===== config.mk =====
export PLATFORM = sky130hd
export DESIGN_NAME = spike_rate_decoder
export DESIGN_NICKNAME = d
export VERILOG_FILES = /design/src/rtl/tinysnn_pkg.sv /design/src/rtl/spike_edge_counter.sv /design/src/rtl/spike_rate_decoder.sv
export SDC_FILE = /design/constraint.sdc
export NUM_CORES = 1
export LEC_CHECK = 0
export CAP_MARGIN = 20
export CORE_MARGIN = 8
export CORE_UTILIZATION = 61
export DETAILED_ROUTE_END_ITERATION = 16
export DONT_BUFFER_PORTS = 1
export PLACE_DENSITY = 0.82
export SLEW_MARGIN = 20
export SYNTH_ARGS = -nofsm -noshare
export SYNTH_HDL_FRONTEND = slang
export SYNTH_SLANG_ARGS = --single-unit
export TNS_END_PERCENT = 30

===== constraint.sdc =====
create_clock -name clk -period 2.75 [get_ports clk]
set_clock_uncertainty 0.15 [all_clocks]
set_input_delay 0.1375 -clock clk [delete_from_list [all_inputs] [get_ports clk]]
set_output_delay 0.1375 -clock clk [all_outputs]
set_load 0.01 [all_outputs]

===== src/rtl/tinysnn_pkg.sv =====
// Shared types and helpers for the spiking-neuron datapath blocks.
// The rate decoder's optional smoothing is selected with RATE_SMOOTH_EN.
package tinysnn_pkg;

    localparam int SPIKE_RATE_W        = 8;
    localparam int SPIKE_WINDOW_CYCLES = 256;

    typedef enum logic {
        OUT_EMPTY = 1'b0,
        OUT_FULL  = 1'b1
    } rate_out_state_t;

    // Saturating add clamped at 2^w-1; the caller narrows the result to its own width.
    function automatic logic [31:0] sat_inc(input logic [31:0] cnt,
                                            input logic [31:0] inc,
                                            input int unsigned w);
        logic [32:0] sum;
        logic [32:0] max_val;
        max_val = (33'd1 << w) - 33'd1;
        sum     = {1'b0, cnt} + {1'b0, inc};
        return (sum > max_val) ? max_val[31:0] : sum[31:0];
    endfunction

endpackage


===== src/rtl/spike_edge_counter.sv =====
// Rising-edge counter over a window of enabled cycles; strobes win_end_o on the
// last enabled cycle of each window with that cycle's edge already folded into result_o.
module spike_edge_counter
    import tinysnn_pkg::*;
#(
    parameter int WINDOW_CYCLES = SPIKE_WINDOW_CYCLES,
    parameter int W             = SPIKE_RATE_W
) (
    input  logic         clk_i,
    input  logic         reset_i,
    input  logic         en_i,
    input  logic         spike_i,
    output logic         win_end_o,
    output logic [W-1:0] result_o
);

    localparam int WCW = $clog2(WINDOW_CYCLES);
    localparam logic [WCW-1:0] WLAST = WCW'(WINDOW_CYCLES - 1);

    logic           spike_q;
    logic           edge_w;
    logic [WCW-1:0] wcnt_q, wcnt_d;
    logic [W-1:0]   scnt_q, scnt_d;
    logic [W-1:0]   scnt_inc;

    assign edge_w    = spike_i & ~spike_q;
    assign scnt_inc  = W'(sat_inc(32'(scnt_q), 32'(edge_w), W));
    assign win_end_o = en_i & (wcnt_q == WLAST);
    assign result_o  = scnt_inc;

    always_comb begin
        wcnt_d = wcnt_q;
        scnt_d = scnt_q;
        if (en_i) begin
            if (win_end_o) begin
                wcnt_d = '0;
                scnt_d = '0;
            end else begin
                wcnt_d = wcnt_q + WCW'(1);
                scnt_d = scnt_inc;
            end
        end
    end

    // spike_q tracks the line even while frozen, so an edge during en=0 is lost.
    always_ff @(posedge clk_i) begin
        if (reset_i) begin
            spike_q <= 1'b0;
            wcnt_q  <= '0;
            scnt_q  <= '0;
        end else begin
            spike_q <= spike_i;
            wcnt_q  <= wcnt_d;
            scnt_q  <= scnt_d;
        end
    end

endmodule


===== src/rtl/spike_rate_decoder.sv =====
// Spike-train rate decoder: window counts leave on a one-entry valid/ready register
// with a sticky overrun flag. Define RATE_SMOOTH_EN to output an EMA of window results.
module spike_rate_decoder
    import tinysnn_pkg::*;
#(
    parameter int WINDOW_CYCLES = SPIKE_WINDOW_CYCLES,
    parameter int W             = SPIKE_RATE_W
) (
    input  logic         clk,
    input  logic         reset,
    input  logic         en,
    input  logic         spike_in,
    input  logic         rate_ready,
    output logic [W-1:0] rate_data,
    output logic         rate_valid,
    output logic         overrun
);

    logic            win_end;
    logic [W-1:0]    result;
    logic [W-1:0]    load_val;
    rate_out_state_t state_q;
    logic [W-1:0]    rate_data_q;
    logic            rate_valid_q;
    logic            overrun_q;

    spike_edge_counter #(
        .WINDOW_CYCLES (WINDOW_CYCLES),
        .W             (W)
    ) u_counter (
        .clk_i     (clk),
        .reset_i   (reset),
        .en_i      (en),
        .spike_i   (spike_in),
        .win_end_o (win_end),
        .result_o  (result)
    );

`ifdef RATE_SMOOTH_EN
    logic [W-1:0]      avg_q, avg_d;
    logic signed [W:0] diff_w, step_w, sum_w;

    // The new average always lies between the old one and the result, so W bits suffice.
    assign diff_w   = $signed({1'b0, result}) - $signed({1'b0, avg_q});
    assign step_w   = diff_w >>> 2;
    assign sum_w    = $signed({1'b0, avg_q}) + step_w;
    assign avg_d    = sum_w[W-1:0];
    assign load_val = avg_d;

    always_ff @(posedge clk) begin
        if (reset) begin
            avg_q <= '0;
        end else if (win_end) begin
            avg_q <= avg_d;
        end
    end
`else
    assign load_val = result;
`endif

    always_ff @(posedge clk) begin
        if (reset) begin
            state_q      <= OUT_EMPTY;
            rate_data_q  <= '0;
            rate_valid_q <= 1'b0;
            overrun_q    <= 1'b0;
        end else begin
            case (state_q)
                OUT_EMPTY: begin
                    if (win_end) begin
                        state_q      <= OUT_FULL;
                        rate_data_q  <= load_val;
                        rate_valid_q <= 1'b1;
                    end
                end
                OUT_FULL: begin
                    if (win_end) begin
                        if (rate_ready) begin
                            rate_data_q <= load_val;
                        end else begin
                            overrun_q <= 1'b1;
                        end
                    end else if (rate_ready) begin
                        state_q      <= OUT_EMPTY;
                        rate_valid_q <= 1'b0;
                    end
                end
                default: begin
                    state_q      <= OUT_EMPTY;
                    rate_valid_q <= 1'b0;
                end
            endcase
        end
    end

    assign rate_data  = rate_data_q;
    assign rate_valid = rate_valid_q;
    assign overrun    = overrun_q;

endmodule


==> flow_summary.yaml <==
status:
  outcome: "finished, final reports clean"
detailed_routing:
  drt_pass1_iterations: 4
  wirelength_mm: 2.71
  drtIter0Drc: 38
  routed_via_density: 6.05
  drc: 0
  final_antenna_net_count: 0
  drt-wirelength-per-cell_um: 14.8
  dr_total_vias: 1107
pwr:
  finalPower_w: 0.000709
  power.density_nw_per_um2: 490
  p_leak_nw: 0.517
  p_sw_frac: 0.198
  switchingPower_w: 0.000140
  clkPwrFrac: 0.371
  internal-power_w: 0.000569
  seqPwrFrac: 0.584
  vdd_drop_max_mv: 0.388
  p_comb_frac: 0.045
worst_setup_path:
  rrSetupSlack_ns: 0.30
  worstSetupPathType: "reg2reg"
  r2r_cells: 8
  worstSetupEndpointType: "flop"
  r2r-end: "rate_data[0]"
  crit_end: "rate_data[0]"
  critPathLaunchType: "flop"
  crit_required_ns: 2.80
  startpoint: "u_counter.wcnt_q[0]"
  cp.arrival_ns: 2.51
  rr_startpoint: "u_counter.wcnt_q[0]"
  cp_max_fo: 7
timing:
  max_freq_mhz: 408
  rsz0062_at_grt: "no"
  relSlewSlack: 0.571
  hold_viol: 0
  fin_crit_sh: 0.892
  fin_tns_setup_ns: 0
  min_period_ns: 2.45
  tightest_slew_ns: 0.642
  setup_viol: 0
  maxSlewViolCount: 0
floorplanning:
  rows: 17
  die_height_um: 63.4
  core_um2: 2170
  io-pin-count: 15
  die_w_um: 63.4
  start_util: 0.633
  dieArea_um2: 4020
finish:
  fin_nets: 166
  diodes: 0
  syn2layout_area_growth_pct: 5.38
  final_util: 0.667
  drive_above_1_share: 0.123
grt:
  antenna_found_initial: 0
  gr-usage-met2: 0.232
  grt_overflow: 0
  busiest_layer: "met2"
  grt_max_degree: 30
  grt_pass1_wl_mm: 4.66
  grt_util_met1: 0.149
  first_global_vias: 1099
  met3_usage: 0.0353
  track_usage: 0.136
yosys:
  synth_top_area_cell: "dfxtp_1"
  yosysSeqAreaShare: 0.408
  ys_types: 37
  synthesis.area_per_instance_um2: 8.80
  synth_edf_count: 0
  syn_inst: 156
  ys_seq_elements: 28
  yosys_warnings: 0
  synthTopCellsByArea: "dfxtp_1 41%, nor2_1 4.6%, ha_1 4.6%"
  synthFlopType: "dfxtp_1"
  synthArstFlopShare: 0
  synth_most_common_cell: "dfxtp_1"
  syn_nets: 166
  synth_top_area_frac: 0.408
  synthTopCellsByCount: "28 x dfxtp_1, 17 x nor2_1, 12 x a21oi_1, 12 x nand2_1, 9 x nor3_1"
  synth.cell_area_um2: 1370
clock_network:
  htreeDepth: 1
  clock_latency_ns: 0.32
  cts_sinks: 28
  cts_setup_buffers: 0
  cts.clk_slew.worst_paths_ns: 0.15
  cts_tree: "yes"
  numCtsBuffers: 3
  cts_resized: 0
  cts_root_buf: "clkbuf_4"
  cts_buffer_depth: 2
run:
  cap_violations: 0
place:
  dp_hpwl_mm: 1.96
  place_congestion: 0.893
  portBuffers: 0
min_path:
  hp-class: "in2reg"
layout make-up:
cell class | instances | area, µm²
clock buffer | 3 | 22.5
clock inverter | 1 | 30.0
fill | 182 | 723
inverter | 5 | 18.8
multi-input combinational | 112 | 729
sequential | 28 | 561
tap | 28 | 35.0
timing repair buffer | 6 | 50.0
kinds of logic after synthesis:
| logic type | Yosys count | synth area share |
|---|---|---|
| and+or+nand+nor | 66 | 0.255 |
| adders and majority gates | 5 | 0.0456 |
| DFF | 28 | 0.408 |
| buffers and inverters | 16 | 0.0602 |
| AOI/OAI and AO/OA | 30 | 0.159 |
| xor gates and xnor gates | 9 | 0.0574 |
| muxes | 2 | 0.0146 |
flip-flops by register name, summed over array words and instances, names as in the netlist:
register and cells:
rate_data 8, u_counter.scnt_q 8, u_counter.wcnt_q 8, overrun 1
rate_valid 1, state_q 1, u_counter.spike_q 1
layer usage:
layer	wire [µm]	vias to the layer above	share of wire
met3	193	4	0.071
met2	1350	31	0.50
met5	0	-	0
li1	-	546	-
met4	42	0	0.015
met1	1130	526	0.42
cells in the final DEF, fill, tap and decap left out:
cell type	count
a211oi_1	3
a211oi_2	4
a21oi_1	12
a22oi_1	1
a311oi_1	1
a31oi_1	1
and3_1	4
and4_1	3
buf_2	1
buf_4	2
bufinv_16	1
clkbuf_4	3
dfxtp_1	28
dlygate4sd3_1	3
ha_1	5
inv_1	4
inv_2	1
mux2i_1	2
nand2_1	12
nand3_1	8
nand4_1	2
nor2_1	17
nor2_2	1
nor2b_1	3
nor3_1	9
nor3_4	1
nor4_2	2
o211ai_1	2
o21ai_0	1
o21ai_2	3
o31ai_1	1
o41ai_1	1
or3_1	3
or4_1	1
xnor2_1	4
xor2_1	5
power groups by stage:
stage	sequential (W)	combinational (W)	clock [W]
after floorplan	0.000422	0.0000241	0
after global placement	0.000423	0.0000169	0
after detailed placement	0.000423	0.0000171	0
after CTS	0.000415	0.0000319	0.000271
after global routing	0.000416	0.0000356	0.000284
final	0.000415	0.0000319	0.000263
worst min-delay path by stage:
stage / startpoint / endpoint / slack (ns) / depth (start not counted)
2_1_floorplan: spike_in / u_counter.spike_q / 0.12 / 1
3_3_place_gp: reset / rate_data[5] / 0.06 / 1
3_5_place_dp: reset / rate_data[5] / 0.06 / 1
4_1_cts: en / u_counter.wcnt_q[6] / 0.04 / 3
5_1_grt: en / u_counter.wcnt_q[7] / 0.08 / 3
6_report: en / u_counter.wcnt_q[6] / 0.04 / 3
worst max-delay path: stages, from the launching register on:
cell and delay [ns]:
dfxtp_1 0.41, ha_1 0.21, nand3_1 0.19, nor3_4 0.24, inv_2 0.11, ha_1 0.20, or3_1 0.47, nor3_1 0.27
nor3_1 0.08
through the flow:
step                hold WS, ns  area, µm²  setup slack [ns]  instances
floorplan                 0.116       1370             0.335        156
finish                   0.0384       1450             0.297        183
detailed placement       0.0591       1360             0.354        175
global placement         0.0566       1360             0.528        175
global route             0.0803       1450             0.110        183
CTS                      0.0356       1450             0.284        183
timing repair:
item | in CTS | in global routing
hold buffers | 4 | 0
endpoints found under the hold margin | 28 | 0
setup endpoints to repair | 0 | 0
No activity file was read; power rests on OpenSTA's default activity.
